## src/rtl/scoreboard_ctrl.sv

```systemverilog
// Basketball scoreboard control core: game clock, shot clock, periods, saturating
// scores, release-detected buttons and horn timer. Binary outputs only.
module scoreboard_ctrl #(
    parameter int unsigned TICK_DIV    = 50_000_000,
    parameter int unsigned SCAN_DIV    = 50_000,
    parameter int unsigned PERIOD_MIN  = 10,
    parameter int unsigned NUM_PERIODS = 4,
    parameter int unsigned SHOT_SEC    = 24,
    parameter int unsigned SCORE_MAX   = 199,
    parameter int unsigned HORN_CYC    = 25_000_000
) (
    input  logic       clk,
    input  logic       rst,
    input  logic       btn_run,
    input  logic [2:0] btn_pts,
    input  logic       btn_shot,
    input  logic       sel_team,
    input  logic       sel_sub,
    output logic [6:0] min_o,
    output logic [5:0] sec_o,
    output logic [5:0] shot_o,
    output logic [2:0] period_o,
    output logic [7:0] score_a,
    output logic [7:0] score_b,
    output logic       running,
    output logic [1:0] state_o,
    output logic       horn
);

    localparam int unsigned TW = (TICK_DIV > 1) ? $clog2(TICK_DIV) : 1;
    localparam int unsigned SW = (SCAN_DIV > 1) ? $clog2(SCAN_DIV) : 1;
    localparam int unsigned HW = (HORN_CYC > 0) ? $clog2(HORN_CYC + 1) : 1;

    localparam logic [TW-1:0] TICK_LAST   = TW'(TICK_DIV - 1);
    localparam logic [SW-1:0] SCAN_LAST   = SW'(SCAN_DIV - 1);
    localparam logic [HW-1:0] HORN_LOAD   = HW'(HORN_CYC);
    localparam logic [6:0]    MIN_LOAD    = 7'(PERIOD_MIN);
    localparam logic [5:0]    SHOT_LOAD   = 6'(SHOT_SEC);
    localparam logic [2:0]    LAST_PERIOD = 3'(NUM_PERIODS);
    localparam logic [7:0]    SCORE_LIM   = 8'(SCORE_MAX);

    typedef enum logic [1:0] {
        ST_STOP     = 2'd0,
        ST_RUN      = 2'd1,
        ST_PER_END  = 2'd2,
        ST_GAME_END = 2'd3
    } state_e;

    state_e        state_q, state_d;
    logic [SW-1:0] scan_cnt_q, scan_cnt_d;
    logic [4:0]    smp_cur_q, smp_cur_d;
    logic [4:0]    smp_prev_q, smp_prev_d;
    logic          smp_vld_q, smp_vld_d;
    logic [TW-1:0] tick_cnt_q, tick_cnt_d;
    logic [HW-1:0] horn_cnt_q, horn_cnt_d;
    logic [6:0]    min_q, min_d;
    logic [5:0]    sec_q, sec_d;
    logic [5:0]    shot_q, shot_d;
    logic [2:0]    period_q, period_d;
    logic [7:0]    score_a_q, score_a_d;
    logic [7:0]    score_b_q, score_b_d;

    logic          scan_tc;
    logic [4:0]    rel;
    logic          rel_run, rel_shot;
    logic [1:0]    pts_n;
    logic          tick, horn_evt;
    logic [6:0]    dec_min;
    logic [5:0]    dec_sec, dec_shot;

    function automatic logic [7:0] apply_pts(input logic [7:0] s, input logic [1:0] n,
                                             input logic sub);
        logic [8:0] sum;
        sum = {1'b0, s} + {7'b0, n};
        if (sub)
            return (s < {6'b0, n}) ? 8'd0 : s - {6'b0, n};
        return (sum > {1'b0, SCORE_LIM}) ? SCORE_LIM : sum[7:0];
    endfunction

    // Button vector layout: [4]=run, [3]=shot, [2:0]=points.
    always_comb begin : scan_comb
        scan_tc    = (scan_cnt_q == SCAN_LAST);
        scan_cnt_d = scan_tc ? '0 : scan_cnt_q + SW'(1);
        smp_cur_d  = smp_cur_q;
        smp_prev_d = smp_prev_q;
        if (scan_tc) begin
            smp_prev_d = smp_cur_q;
            smp_cur_d  = {btn_run, btn_shot, btn_pts};
        end
        smp_vld_d = scan_tc;
        rel       = smp_vld_q ? (smp_prev_q & ~smp_cur_q) : '0;
        rel_run   = rel[4];
        rel_shot  = rel[3];
    end

    always_comb begin : score_comb
        pts_n     = 2'd0;
        score_a_d = score_a_q;
        score_b_d = score_b_q;
        if (rel[2])      pts_n = 2'd3;
        else if (rel[1]) pts_n = 2'd2;
        else if (rel[0]) pts_n = 2'd1;
        if (pts_n != 2'd0) begin
            if (sel_team) score_a_d = apply_pts(score_a_q, pts_n, sel_sub);
            else          score_b_d = apply_pts(score_b_q, pts_n, sel_sub);
        end
    end

    always_comb begin : fsm_comb
        state_d  = state_q;
        min_d    = min_q;
        sec_d    = sec_q;
        shot_d   = shot_q;
        period_d = period_q;
        horn_evt = 1'b0;
        tick     = (state_q == ST_RUN) && (tick_cnt_q == TICK_LAST);

        if (sec_q == '0) begin
            dec_sec = 6'd59;
            dec_min = min_q - 7'd1;
        end else begin
            dec_sec = sec_q - 6'd1;
            dec_min = min_q;
        end
        dec_shot = (shot_q != '0) ? shot_q - 6'd1 : '0;

        case (state_q)
            ST_STOP: begin
                if (rel_run) begin
                    state_d = ST_RUN;
                    if (shot_q == '0) shot_d = SHOT_LOAD;
                end
                if (rel_shot) shot_d = SHOT_LOAD;
            end
            ST_RUN: begin
                // A stop release discards a coincident tick; a shot reload overrides it.
                if (rel_run) begin
                    state_d = ST_STOP;
                end else if (tick) begin
                    min_d  = dec_min;
                    sec_d  = dec_sec;
                    shot_d = dec_shot;
                    if (dec_min == '0 && dec_sec == '0) begin
                        state_d  = (period_q == LAST_PERIOD) ? ST_GAME_END : ST_PER_END;
                        horn_evt = 1'b1;
                    end else if (dec_shot == '0 && !rel_shot) begin
                        state_d  = ST_STOP;
                        horn_evt = 1'b1;
                    end
                end
                if (rel_shot) shot_d = SHOT_LOAD;
            end
            ST_PER_END: begin
                if (rel_run) begin
                    state_d  = ST_RUN;
                    min_d    = MIN_LOAD;
                    sec_d    = '0;
                    shot_d   = SHOT_LOAD;
                    period_d = period_q + 3'd1;
                end
                if (rel_shot) shot_d = SHOT_LOAD;
            end
            ST_GAME_END: begin
                state_d = ST_GAME_END;
            end
        endcase

        horn_cnt_d = horn_evt ? HORN_LOAD
                   : (horn_cnt_q != '0) ? horn_cnt_q - HW'(1) : '0;
        tick_cnt_d = (state_q == ST_RUN && state_d == ST_RUN && !tick)
                   ? tick_cnt_q + TW'(1) : '0;
    end

    always_ff @(posedge clk) begin
        if (rst) begin
            state_q    <= ST_STOP;
            scan_cnt_q <= '0;
            smp_cur_q  <= '0;
            smp_prev_q <= '0;
            smp_vld_q  <= 1'b0;
            tick_cnt_q <= '0;
            horn_cnt_q <= '0;
            min_q      <= MIN_LOAD;
            sec_q      <= '0;
            shot_q     <= SHOT_LOAD;
            period_q   <= 3'd1;
            score_a_q  <= '0;
            score_b_q  <= '0;
        end else begin
            state_q    <= state_d;
            scan_cnt_q <= scan_cnt_d;
            smp_cur_q  <= smp_cur_d;
            smp_prev_q <= smp_prev_d;
            smp_vld_q  <= smp_vld_d;
            tick_cnt_q <= tick_cnt_d;
            horn_cnt_q <= horn_cnt_d;
            min_q      <= min_d;
            sec_q      <= sec_d;
            shot_q     <= shot_d;
            period_q   <= period_d;
            score_a_q  <= score_a_d;
            score_b_q  <= score_b_d;
        end
    end

    assign min_o    = min_q;
    assign sec_o    = sec_q;
    assign shot_o   = shot_q;
    assign period_o = period_q;
    assign score_a  = score_a_q;
    assign score_b  = score_b_q;
    assign running  = (state_q == ST_RUN);
    assign state_o  = state_q;
    assign horn     = (horn_cnt_q != '0);

endmodule

```

## config.mk

```make
export PLATFORM = sky130hd
export DESIGN_NAME = scoreboard_ctrl
export DESIGN_NICKNAME = d
export VERILOG_FILES = /design/src/rtl/scoreboard_ctrl.sv
export SDC_FILE = /design/constraint.sdc
export NUM_CORES = 1
export LEC_CHECK = 0
export ABC_AREA = 1
export CAP_MARGIN = 20
export CORE_MARGIN = 3
export CORE_UTILIZATION = 59
export DETAILED_ROUTE_END_ITERATION = 10
export PLACE_DENSITY = 0.8
export SLEW_MARGIN = 20
export SYNTH_ARGS = -nofsm -noshare
export SYNTH_HDL_FRONTEND = slang
export SYNTH_SLANG_ARGS = --single-unit
```

## constraint.sdc

```tcl
create_clock -name clk -period 3.57 [get_ports clk]
set_input_delay 0.714 -clock clk [delete_from_list [all_inputs] [get_ports clk]]
set_output_delay 0.714 -clock clk [all_outputs]
set_load 0.005 [all_outputs]
```

==> impl_results.md, run 1 <==
- Status: finished clean
- Most common cell after layout, fill and taps aside: nand2_1
- Setup TNS: 0 ps
- Seq cells post-synth: about 120
- Starting Density: between 60% and 70%
- Crit path cell chain: inv_1 -> ha_1 -> nand2_1 -> nor2_1 -> inv_1 -> nor4_1 -> inv_1 -> nor3_2 -> nand3_1 -> clkdlybuf4s50_1
- Crit-path max FO: 4
- Syn Nets: roughly 990
- Layout cells sized above 1: roughly 5.4%
- Crit-path leading delay family: buffers and inverters
- Worst path max stage delay: about 470 ps
- Post-route ant nets: 0
- Final core utilization: 73.3%
- Die width: about 110 um
- Clk root buf: clkbuf_8
- Max transition margin: between 40% and 50%
- Antenna cells: 0
- Drt wl/cell: roughly 13 um
- Clk_lat worst skew: 520 ps
- Fmax: 313 MHz
- Initial DRC Count: between 400 and 500
- Synth Cell Area: ~0.0066 mm^2
- Worst R2R Setup Slack: about 570 ps
- Worst path arrival time: roughly 2500 ps
- GPL Wtd Cong: between 0.9 and 1
- P&R area growth vs syn: 18.0%
- Global route overflow: 0
- Die Footprint: approximately 0.012 mm^2
- Crit end category: primary output
- Die Ht: around 110 um
- WL final: 14.8 mm
- CTS tree: done
- Worst Hold End: horn_cnt_q[0]$_SDFF_PP0_
- First-pass GRT wire length: about 25 mm
- PD cells: roughly 550 mW/mm^2
- Worst Tran Pin Value: approximately 800 ps
- Worst EP required: ~2900 ps
- Total track usage: approximately a quarter
- Commonest cells after routing, fill and taps aside: nand2_1, nor2_1, inv_1, dfxtp_1, a21oi_1
- Final min period: between 3000 and 4000 ps
- Drc violations: 0
- Slowest-stage cell, CP: clkdlybuf4s50_1
- Number of buffer and inverter stages on the critical path: 4
- Avg Cell Area, Syn: ~6.9 um^2
- Final number of hold-violating endpoints: 0
- Multi-input logic area: between 0.003 and 0.004 mm^2
- Leakage power: between 3 and 4 nW
- RSZ-0062 raised after global routing: no
- Worst R2R End: score_b[5]$_SDFFE_PP0P_
- Nets: between 1000 and 1500
- Skew final: between 6 and 7 ps
- EDFF count, synth: 0
- Post-DP HPWL: about 10 mm
- # fillers: approximately 840
- Min-delay worst type: flip-flop to flip-flop
- Slew Limit Fails: 0
- # IOs: between 50 and 60
- Synth cell types: 42
- YS warnings: 0
- Seq/Total Area, Yosys: between 30% and 40%
- R2R Path Start: smp_vld_q$_SDFF_PP0_
- Max Cap Viol: 0
- Clock sinks: ~120
- Fraction of registers with async set/reset: 0%
- Crit path top cell by count: inv_1
- Row cnt: 37
- Initial antenna violation count: 0
- Post-route clock period utilization: 89.4%
- Mapped Cells: about 960
- Placed cells: 1128
- CP Class: flip-flop to primary output
- Peak VDD IR: between 0.6 and 0.7 mV
- Reg2reg path depth: 14
- H-tree depth: 4
- Largest net degree at the start of global routing: 36
- Clock Path Buffers: 2
- Vias/cell: roughly 5.3
- WHS Path Cells: 1
- Setup violators final: 0
- Core ar.: roughly 0.011 mm^2
- Hold Startpoint: horn_cnt_q[0]$_SDFF_PP0_
- Startpoint Class: flip-flop
- Post-synth top flop: dfxtp_1
- DRT Pass-1 Iters: 5
- Port Buffer Count: 50
- Final Power: between 4 and 5 mW
- Postcts setup bufs: 0
- Number of CTS-inserted buffers: 17
- Storage element area: around 0.0024 mm^2
- Final std cells w/o fill: approximately 1200
- Clock slew at reported path FFs: approximately 50 ps
- Via count: ~6200
- Number of global-route vias before repair: 5651
-- routing by layer --
| layer | share of wire (%) | routed length, um | vias up | track usage (%) |
|---|---|---|---|---|
| li1 | - | - | 3209 | - |
| met1 | 49 | 7260 | 2812 | 32.0 |
| met2 | 46 | 6850 | 133 | 38.1 |
| met3 | 3.7 | 548 | 17 | 4.89 |
| met4 | 1.2 | 172 | 0 | 7.79 |
| met5 | 0 | 0 | - | 0 |
-- worst register-to-register path, cell delays in order, from the launching register on --
cell and delay [ps]:
dfxtp_1 330, inv_1 90, o32ai_1 540, ha_1 300, inv_1 60, fa_1 380, nor2_1 280, o21ai_0 170
nor2_1 130, nand2_1 60, nand2_1 50, nand2_1 50, o21ai_0 150, nand2_1 90, a221oi_1 230
-- stage by stage --
stage               worst slack [ps]  hold slack, ps  cell area [um^2]
global placement                 734             428              7180
floorplan                       1030             413              6590
CTS                              220             445              7770
finish                           378             442              7770
global route                     123             471              7770
detailed placement               615             433              7180
-- report_power, final --
group / internal, mW / leakage (nW) / switching (mW) / total [mW]
logic: 0.394 / 1.96 / 0.589 / 0.983
registers: 1.45 / 0.954 / 0.129 / 1.58
clock network: 1.11 / 0.293 / 0.587 / 1.69
total: 2.95 / 3.20 / 1.30 / 4.25
-- sequential cells by signal (all words and copies together), names as in the netlist --
register    count
score_a         8
shot_o          6
scan_cnt_q     16
tick_cnt_q     26
period_o        3
min_o           7
score_b         8
horn_cnt_q     25
smp_vld_q       1
sec_o           6
smp_prev_q      5
state_o         2
smp_cur_q       5
-- cell families after synthesis --
group	after synthesis	synth area share (%)
AO/OA/AOI/OAI	139	12.1
XOR/XNOR	54	7.18
adder cells (fa/ha/maj)	22	4.64
buffers and inverters	164	9.78
flip-flops	118	35.9
AND/OR/NAND/NOR	459	30.4
-- timing repair --
action | CTS | global route
endpoints found under the hold margin | 0 | 0
endpoints found under the setup margin | 0 | 1
hold buffers | 0 | 0
resized for setup | 0 | 1
-- synthesized netlist by cell type (all sizes together), types with 2 or more instances --
master    n  share of area, %
ha       18               3.4
nand3    53               4.3
a221oi    7              0.93
a21oi    55               4.2
nor4     15               1.5
xor2     38               5.1
a211oi    5              0.57
nand3b    4              0.46
o21a      2              0.23
o211ai    3              0.34
a22oi     4              0.46
o21ai    41               3.1
nand4    19               1.8
nor2    169                10
a31oi    10              0.95
nor3     24               1.8
buf       6              0.78
xnor2    16               2.1
clkbuf   10              0.57
o22ai     8              0.76
or2       6              0.57
nand2   166               9.5
dfxtp   118                36
nor3b     2              0.23
inv     148               8.4
fa        4               1.2
-- final cells by class --
type | instances | area share, %
Clock buffer | 21 | 5.91
Clock inverter | 10 | 1.64
Inverter | 148 | 7.15
Multi-Input combinational cell | 674 | 46.1
Sequential cell | 118 | 30.4
Tap cell | 136 | 2.19
Timing Repair Buffer | 52 | 6.63
-- worst max-delay path by stage --
stage / from / end / slack, ps / cells after the start
after global routing: horn_cnt_q[0]$_SDFF_PP0_ / horn / 120 / 10
after CTS: horn_cnt_q[0]$_SDFF_PP0_ / horn / 220 / 10
after floorplan: smp_vld_q$_SDFF_PP0_ / score_b[5]$_SDFFE_PP0P_ / 1030 / 13
final: horn_cnt_q[0]$_SDFF_PP0_ / horn / 380 / 10
after detailed placement: smp_vld_q$_SDFF_PP0_ / score_b[5]$_SDFFE_PP0P_ / 620 / 13
after global placement: smp_prev_q[2]$_SDFFE_PP0P_ / score_b[5]$_SDFFE_PP0P_ / 730 / 14
Note: power is estimated with default switching activity, not from simulation.
==> run 2, diff against run 1 <==
--- a/config.mk
+++ b/config.mk
@@ -10,7 +10,7 @@
 export CORE_MARGIN = 3
 export CORE_UTILIZATION = 59
 export DETAILED_ROUTE_END_ITERATION = 10
-export PLACE_DENSITY = 0.8
+export PLACE_DENSITY = 0.85
 export SLEW_MARGIN = 20
 export SYNTH_ARGS = -nofsm -noshare
 export SYNTH_HDL_FRONTEND = slang
==> impl_results.md, run 2 (synthesis gave the netlist of run 1 again) <==
- Startpoint Class: flip-flop
- GPL Wtd Cong: around 0.90
- Seq pwr share: between 30% and 40%
- Max FFs per register: 26
- Clock sinks: ~120
- Final core utilization: around 74%
- CTS tree: done
- Crit-path leading delay family: simple AND/OR/NAND/NOR gates
- Largest reg by FF count: tick_cnt_q
- Nets: 1042
- P&R area growth vs syn: 19.1%
- DRT Pass-1 Iters: 5
- H-tree depth: 4
- Worst EP required: 2860 ps
- Largest net degree at the start of global routing: 36
- Layout cells sized above 1: about 5.3%
- Row cnt: 37
- WHS Path Cells: 1
- Worst path max stage delay: approximately 470 ps
- Comb power frac: about 22%
- Worst R2R Setup Slack: roughly 520 ps
- First-pass GRT wire length: between 20 and 30 mm
- Port Buffer Count: 50
- Crit path top cell by count: inv_1
- Total track usage: between 20 and 30%
- Top Registers: tick_cnt_q (26), horn_cnt_q (25), scan_cnt_q (16)
- Worst Hold End: horn_cnt_q[0]$_SDFF_PP0_
- Setup TNS: 0 ps
- Clock share of power: a little over two fifths
- Commonest cells after routing, fill and taps aside: nand2_1, nor2_1, inv_1, dfxtp_1, a21oi_1
- Via count: ~6400
- PD cells: roughly 570 mW/mm^2
- Hold Buf Count CTS: 0
- Post-route clock period utilization: 91.1%
- Fmax: roughly 310 MHz
- Crit-path max FO: 4
- Number of buffer and inverter stages on the critical path: 4
- Slew Limit Fails: 0
- Max transition margin: between 40% and 50%
- Clk_lat worst skew: 520 ps
- PostCTS Resize Cnt: 0
- WL final: between 15 and 20 mm
- Die Ht: approximately 110 um
- Crit end category: primary output
- # IOs: 51
- R2R Path Start: smp_vld_q$_SDFF_PP0_
- Drt wl/cell: 13.3 um
- Vias/cell: between 5 and 6
- Peak VDD IR: 0.650 mV
- CP Class: flip-flop to primary output
- Starting Density: between 60% and 70%
- Final number of hold-violating endpoints: 0
- Initial DRC Count: roughly 500
- Antenna cells: 0
- Setup violators final: 0
- Postcts setup bufs: 0
- Final std cells w/o fill: between 1000 and 1500
- Final Power: 4.47 mW
- Switching Share: 29.3%
- Slowest-stage cell, CP: clkdlybuf4s50_1
- Placed cells: 1128
- Final min period: between 3000 and 4000 ps
- Number of global-route vias before repair: ~6000
- Hold Slack: ~450 ps
- Core ar.: between 0.01 and 0.015 mm^2
- Drc violations: 0
- Reg2reg path depth: 15
- Min-delay worst type: flip-flop to flip-flop
- Clock slew at reported path FFs: 50 ps
- Post-DP HPWL: 10.4 mm
- Worst path arrival time: ~2500 ps
- Clock Path Buffers: 2
- Worst R2R End: score_b[4]$_SDFFE_PP0P_
- Die Footprint: ~0.012 mm^2
- Worst Tran Pin Value: 788 ps
- Status: finished clean
- Die width: 112 um
- Hold Startpoint: horn_cnt_q[0]$_SDFF_PP0_
- Initial antenna violation count: 0
- Number of CTS-inserted buffers: 17
- Post-route ant nets: 0
- Net Sw Power: about 1.3 mW
- Int Pwr: approximately 3.2 mW
- Global route overflow: 0
- Most common cell after layout, fill and taps aside: nand2_1
- RSZ-0062 raised after global routing: no
- Max Cap Viol: 0
- Skew final: 9.26 ps
- Clk root buf: clkbuf_8
- Crit path cell chain: inv_1 -> ha_1 -> nand2_1 -> nor2_1 -> inv_1 -> nor4_1 -> inv_1 -> nor3_2 -> nand3_1 -> clkdlybuf4s50_1
- Leakage power: ~3.2 nW
[run 2: changes by cell type in the layout (fill, tap and decap cells not counted)]
cell	change
bufinv_16	+3
clkinv_2	-4
[run 2: through the flow]
step	instance area, um^2	setup WS [ps]
floorplan	6590	1030
global placement	7180	718
detailed placement	7180	583
CTS	7840	160
global route	7850	73.8
finish	7850	317
[run 2: area by class of cell]
cell class / count / area [um^2]
multi-input combinational: 674 / 3580
fill: 817 / 2760
sequential: 118 / 2360
inverter: 148 / 556
timing repair buffer: 52 / 515
clock buffer: 21 / 459
clock inverter: 9 / 198
tap: 136 / 170
[run 2: power by group through the flow]
stage,Combinational [mW],Sequential [mW],Clock [mW]
finish,0.989,1.58,1.91
global route,1.14,1.59,1.98
CTS,0.979,1.57,1.93
detailed placement,0.962,1.60,0
global placement,0.936,1.59,0
floorplan,0.798,1.57,0
[run 2: layer usage]
metal	share of wire (%)	track usage [%]	up-vias
met5	0	0	-
met4	1.7	9.16	0
met3	5.3	4.89	26
met2	48	42.8	202
met1	45	31.3	2940
li1	-	-	3216
[run 2: worst max-delay path by stage]
stage                               start                 endpoint  slack (ps)  cells after the start
3_3_place_gp         smp_vld_q$_SDFF_PP0_  score_b[5]$_SDFFE_PP0P_         720                     13
2_1_floorplan        smp_vld_q$_SDFF_PP0_  score_b[5]$_SDFFE_PP0P_        1030                     13
6_report         horn_cnt_q[0]$_SDFF_PP0_                     horn         320                     10
4_1_cts          horn_cnt_q[0]$_SDFF_PP0_                     horn         160                     10
3_5_place_dp   smp_prev_q[2]$_SDFFE_PP0P_  score_b[5]$_SDFFE_PP0P_         580                     14
5_1_grt          horn_cnt_q[0]$_SDFF_PP0_                     horn          70                     10
